File: src/rtl/vscale_alu_xvec_seq.sv
// vscale_alu_xvec_seq: lane-serial xvec vector ALU, one lane per cycle, valid/ready response.
module vscale_alu_xvec_seq #(
  parameter int VEC_LEN      = 4,
  parameter int XPR_LEN      = 32,
  parameter int ALU_OP_WIDTH = 4
) (
  input  logic                        clk,
  input  logic                        reset,
  input  logic                        req_valid,
  output logic                        req_ready,
  input  logic [ALU_OP_WIDTH-1:0]     req_op,
  input  logic                        req_scalar_b,
  input  logic [VEC_LEN*XPR_LEN-1:0]  alu_src_a,
  input  logic [VEC_LEN*XPR_LEN-1:0]  alu_src_b,
  input  logic                        kill,
  output logic                        resp_valid,
  input  logic                        resp_ready,
  output logic [VEC_LEN*XPR_LEN-1:0]  resp_data,
  output logic                        busy
);
  localparam int W  = VEC_LEN * XPR_LEN;
  localparam int CW = VEC_LEN > 1 ? $clog2(VEC_LEN) : 1;
  localparam logic [ALU_OP_WIDTH-1:0] OP_ADD  = ALU_OP_WIDTH'(0);
  localparam logic [ALU_OP_WIDTH-1:0] OP_SLL  = ALU_OP_WIDTH'(1);
  localparam logic [ALU_OP_WIDTH-1:0] OP_XOR  = ALU_OP_WIDTH'(4);
  localparam logic [ALU_OP_WIDTH-1:0] OP_SRL  = ALU_OP_WIDTH'(5);
  localparam logic [ALU_OP_WIDTH-1:0] OP_OR   = ALU_OP_WIDTH'(6);
  localparam logic [ALU_OP_WIDTH-1:0] OP_AND  = ALU_OP_WIDTH'(7);
  localparam logic [ALU_OP_WIDTH-1:0] OP_SEQ  = ALU_OP_WIDTH'(8);
  localparam logic [ALU_OP_WIDTH-1:0] OP_SNE  = ALU_OP_WIDTH'(9);
  localparam logic [ALU_OP_WIDTH-1:0] OP_SUB  = ALU_OP_WIDTH'(10);
  localparam logic [ALU_OP_WIDTH-1:0] OP_SRA  = ALU_OP_WIDTH'(11);
  localparam logic [ALU_OP_WIDTH-1:0] OP_SLT  = ALU_OP_WIDTH'(12);
  localparam logic [ALU_OP_WIDTH-1:0] OP_SGE  = ALU_OP_WIDTH'(13);
  localparam logic [ALU_OP_WIDTH-1:0] OP_SLTU = ALU_OP_WIDTH'(14);
  localparam logic [ALU_OP_WIDTH-1:0] OP_SGEU = ALU_OP_WIDTH'(15);
  typedef enum logic [1:0] {IDLE, BUSY, DONE} state_t;
  state_t state, state_next;
  logic [W-1:0] a_q, b_q;
  logic [ALU_OP_WIDTH-1:0] op_q;
  logic [CW-1:0] lane_cnt;
  logic [XPR_LEN-1:0] a_lane, b_lane, res;
  logic [4:0] shamt;
  logic last, lt, ltu, eq;
  assign a_lane = a_q[lane_cnt*XPR_LEN +: XPR_LEN];
  assign b_lane = b_q[lane_cnt*XPR_LEN +: XPR_LEN];
  assign shamt  = b_lane[4:0];
  assign last   = lane_cnt == CW'(VEC_LEN - 1);
  assign lt     = $signed(a_lane) < $signed(b_lane);
  assign ltu    = a_lane < b_lane;
  assign eq     = a_lane == b_lane;
  always_ff @(posedge clk)
    if (reset) state <= IDLE;
    else state <= state_next;
  always_comb begin
    state_next = state;
    case (state)
      IDLE:    state_next = req_valid ? BUSY : IDLE;
      BUSY:    state_next = kill ? IDLE : last ? DONE : BUSY;
      DONE:    state_next = (kill || resp_ready) ? IDLE : DONE;
      default: state_next = IDLE;
    endcase
  end
  always_comb begin
    req_ready  = state == IDLE;
    resp_valid = state == DONE;
    busy       = state != IDLE;
  end
  always_comb begin
    res = '0;
    case (op_q)
      OP_ADD:  res = a_lane + b_lane;
      OP_SUB:  res = a_lane - b_lane;
      OP_XOR:  res = a_lane ^ b_lane;
      OP_OR:   res = a_lane | b_lane;
      OP_AND:  res = a_lane & b_lane;
      OP_SLL:  res = a_lane << shamt;
      OP_SRL:  res = a_lane >> shamt;
      OP_SRA:  res = $signed(a_lane) >>> shamt;
      OP_SEQ:  res = {{(XPR_LEN-1){1'b0}}, eq};
      OP_SNE:  res = {{(XPR_LEN-1){1'b0}}, !eq};
      OP_SLT:  res = {{(XPR_LEN-1){1'b0}}, lt};
      OP_SGE:  res = {{(XPR_LEN-1){1'b0}}, !lt};
      OP_SLTU: res = {{(XPR_LEN-1){1'b0}}, ltu};
      OP_SGEU: res = {{(XPR_LEN-1){1'b0}}, !ltu};
      default: res = '0;
    endcase
  end
  // scalar B is expanded at accept time so the lane loop never needs to know about it
  always_ff @(posedge clk)
    if (reset) begin
      a_q       <= '0;
      b_q       <= '0;
      op_q      <= '0;
      lane_cnt  <= '0;
      resp_data <= '0;
    end else if (state == IDLE && req_valid) begin
      a_q       <= alu_src_a;
      b_q       <= req_scalar_b ? {VEC_LEN{alu_src_b[XPR_LEN-1:0]}} : alu_src_b;
      op_q      <= req_op;
      lane_cnt  <= '0;
      resp_data <= '0;
    end else if (state == BUSY && kill) begin
      lane_cnt <= '0;
    end else if (state == BUSY) begin
      resp_data[lane_cnt*XPR_LEN +: XPR_LEN] <= res;
      lane_cnt <= last ? '0 : lane_cnt + 1'b1;
    end
endmodule

File: config.mk
export PLATFORM = sky130hd
export DESIGN_NAME = vscale_alu_xvec_seq
export DESIGN_NICKNAME = d
export VERILOG_FILES = /design/src/rtl/vscale_alu_xvec_seq.sv
export SDC_FILE = /design/constraint.sdc
export NUM_CORES = 1
export LEC_CHECK = 0
export BUFFER_PORTS_ARGS = -buffer_cell sky130_fd_sc_hd__buf_2
export CAP_MARGIN = 20
export CORE_ASPECT_RATIO = 0.9
export CORE_MARGIN = 2
export CORE_UTILIZATION = 40
export CTS_BUF_LIST = sky130_fd_sc_hd__clkbuf_4 sky130_fd_sc_hd__clkbuf_8
export CTS_CLUSTER_SIZE = 16
export DETAILED_ROUTE_END_ITERATION = 8
export HOLD_SLACK_MARGIN = 0.1
export SLEW_MARGIN = 20
export SYNTH_ARGS = -nofsm -noshare
export SYNTH_HDL_FRONTEND = slang
export SYNTH_SLANG_ARGS = --single-unit
File: constraint.sdc
create_clock -name clk -period 7.65 [get_ports clk]
set_input_delay 0.3825 -clock clk [delete_from_list [all_inputs] [get_ports clk]]
set_output_delay 0.3825 -clock clk [all_outputs]
set_load 0.05 [all_outputs]
# --- Word-level counts from Yosys, hierarchy flattened ---
# Cells that the tools add are included.
totals:
  output_inout_bits: 131
  input_bits: 266
  register_bits: 392
  elab_cells: 61
classes:
  eq_ne: 17
  mux: 9
  bitwise: 4
  reduce_logical: 12
  addsub: 4
  n_shift: 7
  magnitude_cmp: 2
op_table:
  columns: ["operator", "n"]
  rows:
  - ["$pmux W32 S14", 1]
  - ["$shiftx A128 B8 Y32", 2]
  - ["$bwmux W128", 1]
  - ["$mux W128", 1]
  - ["$shift A32 B34 Y128 const A", 1]
  - ["$shiftx A32 B34 Y128", 1]
  - ["$lt A32 B32 Y1", 2]
  - ["$neg A7 Y34", 1]
  - ["$add A32 B32 Y32", 1]
  - ["$and A32 B32 Y32", 1]
  - ["$eq A32 B32 Y1", 1]
  - ["$eq A4 B4 Y1 const B", 8]
  - ["$or A32 B32 Y32", 1]
  - ["$shl A32 B5 Y32", 1]
  - ["$shr A32 B5 Y32", 1]
  - ["$sshr A32 B5 Y32", 1]
  - ["$sub A32 B32 Y32", 1]
  - ["$xor A32 B32 Y32", 1]
  - ["$eq A4 B3 Y1 const B", 4]
  - ["$mux W2", 4]
  - ["$pmux W2 S3", 1]
  - ["$eq A2 B2 Y1 const B", 2]
  - ["$eq A4 B1 Y1 const B", 1]
  - ["$logic_not A4 Y1", 1]
  - ["other kinds (12)", 15]

# --- Logic depth before layout (Yosys ltp) ---
logic_depth:
  depth_word: 6
  ltp_mapped: 19
  depth_no_buf: 14

# --- Worst setup path after synthesis ---
# OpenSTA, ideal clock, no wires.
synth_path:
  kind: "reg-to-reg"
  from: "register lane_cnt[0]"
  to: "register resp_data[52]"
  t_arrival_ns: 4.512
  required_ns: 7.515
  synth_period_minus_slack_ns: 4.647
  setup_slack_ns: 3.003
  setup_ns: 0.135
  n_path_buf: 5
  path_stages_with_launch: 18
  cell_sequence: "dfxtp_1 buf_6 buf_8 buf_6 buf_1 mux4_2 inv_1 ha_1 buf_2 nor2_1 a221oi_1 o41ai_1 a21oi_1 o21bai_1 a21o_1 a221o_1 a221oi_1 o21ai_0"
synth_between:
  elab_chain_len: 6
  word_cells_on_any_way: 21
  classes_between: "add/sub: 3; order compare: 2; eq/ne: 1; shift: 7; mux: 2; bitwise: 3; reduce/logical: 3"
synth_lines:
  columns: ["element", "line", "source"]
  rows:
  - ["start, declared", "41", "logic [CW-1:0] lane_cnt;"]
  - ["start signal, assigned", "107", "lane_cnt <= last ? '0 : lane_cnt + 1'b1;"]
  - ["$shiftx A128 B8 Y32, on equally long branches", "45, 46", null]
  - ["$lt A32 B32 Y1 (tied with other cells)", "50", "assign ltu = a_lane < b_lane;"]
  - ["$logic_not A1 Y1, on equally long branches", "85, 81, 83", null]
  - ["$pmux W32 S14", "71", "case (op_q)"]
  - ["$shiftx A32 B34 Y128", "106", "resp_data[lane_cnt*XPR_LEN +: XPR_LEN] <= res;"]
  - ["$bwmux W128 (*)", "106", null]
  - ["end signal, assigned by index", "106", null]
  - ["end, declared", "18", "output logic [VEC_LEN*XPR_LEN-1:0] resp_data,"]
# Mark *: on every way between the ends. The rest lies on a longest branch, timed or not.
# A chain may end at the register's enable or synchronous reset.

# --- Final worst setup path ---
layout_path:
  from: "register lane_cnt[0]"
  to: "register resp_data[26]"
# The elaborated chain is that of the path after synthesis.

==> summary.json <==
{
  "post_cts_buffers": {"value": 0},
  "routed_wire_length_per_instance": {"value": 23.20, "unit": "µm"},
  "slew_headroom": {"value": 0.2228},
  "post_synth_inst_count": {"value": 3005},
  "clk_transition_reported_paths": {"value": 0.06, "unit": "ns"},
  "detail_route.drc_violations": {"value": 0},
  "start_kind": {"value": "flip-flop"},
  "starting_utilization_of_the_core_area": {"value": 0.4020},
  "leakage": {"value": 12.74, "unit": "nW"},
  "drt_pre_antenna_iters": {"value": 6},
  "yosys_warnings": {"value": 0},
  "synth_edf_count": {"value": 0},
  "async_flop_share": {"value": 0},
  "cts_num_sinks": {"value": 392},
  "critPathMaxStageDelay": {"value": 0.73, "unit": "ns"},
  "seq_area_frac_synth": {"value": 0.3205},
  "max_freq": {"value": 178.4, "unit": "MHz"},
  "crit_chain": {"value": "buf_4, mux4_2, inv_1, ha_1, nor2_1, a221oi_1, o41ai_1, a21oi_1, a21oi_1, a311oi_1, mux2i_1, nand4_1, a22o_1"},
  "avgViaCountPerCell": {"value": 5.894},
  "syn2layout_area_growth": {"value": 25.60, "unit": "%"},
  "finClkSkew": {"value": 0.03591, "unit": "ns"},
  "unrepaired_setup_endpoints_after_global_routing": {"value": "no"},
  "first_global_vias": {"value": 24682},
  "power_per_cell_area": {"value": 185.7, "unit": "nW/µm²"},
  "run_status": {"value": "finished, final reports clean"},
  "drt_iter0_drc": {"value": 2844},
  "finalCriticalPeriod": {"value": 5.607, "unit": "ns"},
  "clockBufferDepth": {"value": 3},
  "worst_ep_arrival_time": {"value": 6.16, "unit": "ns"},
  "number_of_flip_flops_and_latches_in_the_synthesized_netlist": {"value": 392},
  "antenna_found_initial": {"value": 2},
  "clkLatencyLatePin": {"value": 0.68, "unit": "ns"},
  "tritoncts_clock_tree": {"value": "built"},
  "core": {"value": 60900, "unit": "µm²"},
  "placementRows": {"value": 86},
  "cpMaxStageDelayCell": {"value": "sky130_fd_sc_hd__dfxtp_4"},
  "hp-class": {"value": "in -> reg"},
  "critPathKind": {"value": "reg -> reg"},
  "finalInstanceArea": {"value": 30750, "unit": "µm²"},
  "worst_path_most_repeated_cell": {"value": "sky130_fd_sc_hd__a21oi_1"},
  "mostFrequentLayoutCell": {"value": "sky130_fd_sc_hd__nand2_1"},
  "top_level_ports": {"value": 397},
  "grt_util_all_layers": {"value": 0.3082},
  "r2r-start": {"value": "lane_cnt[0]"},
  "synthesis.area": {"value": 24490, "unit": "µm²"},
  "critPathLaunch": {"value": "lane_cnt[0]"},
  "cts.htree.levels": {"value": 3},
  "worstPathMaxFanout": {"value": 31},
  "cap_violations": {"value": 0},
  "irDropWorstVdd": {"value": 0.0001054, "unit": "V"},
  "finalMaxSlewViolations": {"value": 0},
  "timing.setup.tns": {"value": 0, "unit": "ns"},
  "die_width": {"value": 264.8, "unit": "µm"},
  "fraction_of_layout_instances_using_a_drive_strength_above_1": {"value": 0.1971},
  "ant_nets": {"value": 0},
  "timing_worst_slew_pin_value": {"value": 1.166, "unit": "ns"},
  "endpoint_kind": {"value": "flip-flop"},
  "clock-root-buffer": {"value": "sky130_fd_sc_hd__clkbuf_8"},
  "number_of_buffers_added_by_the_clock_tree_synthesis_step": {"value": 69},
  "synth_largest_area_cell": {"value": "sky130_fd_sc_hd__dfxtp_1"},
  "final_cell_mix": {"value": "sky130_fd_sc_hd__nand2_1 (529), sky130_fd_sc_hd__buf_2 (395), sky130_fd_sc_hd__dfxtp_1 (390), sky130_fd_sc_hd__a21oi_1 (299), sky130_fd_sc_hd__nor2_1 (262)"},
  "worst_hold_path.num_cells": {"value": 3},
  "cell_area_after_placement": {"value": 26810, "unit": "µm²"},
  "report.final.hold_viol_count": {"value": 0},
  "nNetsFinal": {"value": 3898},
  "timing.critical_path.required": {"value": 8.20, "unit": "ns"},
  "place.detailed.hpwl": {"value": 71690, "unit": "µm"},
  "grt_first_pass_wirelength": {"value": 150800, "unit": "µm"},
  "reg2reg_depth": {"value": 13},
  "totalWireLength": {"value": 101200, "unit": "µm"},
  "syn_area_per_cell": {"value": 8.148, "unit": "µm²"},
  "min_period_over_period": {"value": 0.7329},
  "globalplace.congestion": {"value": 1.027},
  "postSynthNetCount": {"value": 3380},
  "die_height": {"value": 238.7, "unit": "µm"},
  "yosys-top-cells-area": {"value": "sky130_fd_sc_hd__dfxtp_1 (32%), sky130_fd_sc_hd__nand2_1 (8.1%), sky130_fd_sc_hd__mux2i_1 (7.5%)"},
  "via_count": {"value": 25703},
  "yosysUniqueCellTypes": {"value": 91},
  "grt_max_degree": {"value": 254},
  "io_buffers": {"value": 396},
  "worstHoldStart": {"value": "alu_src_b[120]"},
  "grt.overflow.total": {"value": 0},
  "die-area": {"value": 63210, "unit": "µm²"},
  "ys.flop_type": {"value": "sky130_fd_sc_hd__dfxtp_1"},
  "synth_top_area_frac": {"value": 0.3205},
  "total_setup_violations_reported_at_the_end_of_the_flow": {"value": 0}
}
## power by group
part           leakage, nW  switching (mW)  total, mW  internal [mW]
clock                0.748           0.904       2.02           1.11
combinational         8.78           0.960       1.50          0.540
sequential            3.21          0.0536       2.19           2.14
total                 12.7            1.92       5.71           3.79
## logic make-up after synthesis
group / share of synthesized area
simple gates: 0.1678
mux: 0.1567
flops: 0.3205
xor+xnor: 0.005008
compound gates: 0.2368
buf+inv: 0.05697
fa+ha+maj: 0.05631
## critical path: cells and delay by family (launching register included)
| family | cells | cell delay [ns] |
|---|---|---|
| buffers and inverters | 2 | 0.57 |
| muxes | 2 | 0.84 |
| and+or+nand+nor | 2 | 0.34 |
| DFF | 1 | 0.73 |
| adders and majority gates | 1 | 0.37 |
| AOI/OAI and AO/OA | 6 | 2.60 |
## area by class of cell
type,instances,area (µm²)
flip-flops and latches,392,7855
clock inverters,15,201.4
multi-input cells,2272,15290
well taps,792,991.0
clock buffers,99,1225
inverters,107,404.1
repair buffers,681,4783
fillers,5782,30150
diodes,3,7.507
## registers in the layout, summed over array words and instances, names as in the netlist
register   count
a_q          128
lane_cnt       2
resp_data    128
b_q          128
op_q           4
state          2
## worst paths after layout
path,endpoint,slack [ns]
setup / recovery,resp_data[26],2.04
hold / removal,b_q[120],0.15
setup reg to reg,resp_data[26],2.04
hold reg to reg,resp_data[31],0.44
## synthesized netlist by cell type, drive strengths merged (7+ instances only)
cell type and n:
xnor2 12, a2111oi 10, o21ai 144, and3 8, nor2 263, a211oi 122
clkbuf 178, dfxtp 392, a21oi 305, mux4 64, nand2 530, o31ai 14
a31oi 20, a221oi 23, a21o 15, nor3 38, a221o 10, a22o 67
inv 107, nand3 28, nor4 16, a22oi 11, o21bai 12, nand4 7
mux2 50, ha 107, mux2i 183, or3 9, o211ai 28, nand2b 13
nor2b 13, and2 19, o221ai 20, o22ai 17, buf 56
## metal layers
layer / part of all wire / routed length, µm / global-route usage / vias up
li1: - / - / - / 11869
met3: 0.080 / 8133 / 0.06016 / 258
met4: 0.049 / 5008 / 0.1477 / 0
met5: 0 / 0 / 0 / -
met1: 0.44 / 44210 / 0.4261 / 12306
met2: 0.43 / 43820 / 0.4605 / 1270
## what timing repair did
action | CTS | global route
endpoints found under the setup margin | 0 | 0
hold buffers | 247 | 1
resized for setup | 0 | 0
hold endpoints to repair | 247 | 1
## metrics by stage
stage	std cells	power, mW	hold slack (ns)	setup WS [ns]	util
finish	4361	5.709	0.1505	2.043	0.5050
global route	4359	5.944	0.1347	1.576	0.5049
CTS	4356	5.694	0.1017	2.090	0.5042
detailed placement	3995	3.581	0.4327	2.048	0.4402
global placement	3994	3.587	0.4293	2.153	0.4401
floorplan	3005	3.106	0.4309	3.003	-
(Power assumes the default switching activity.)
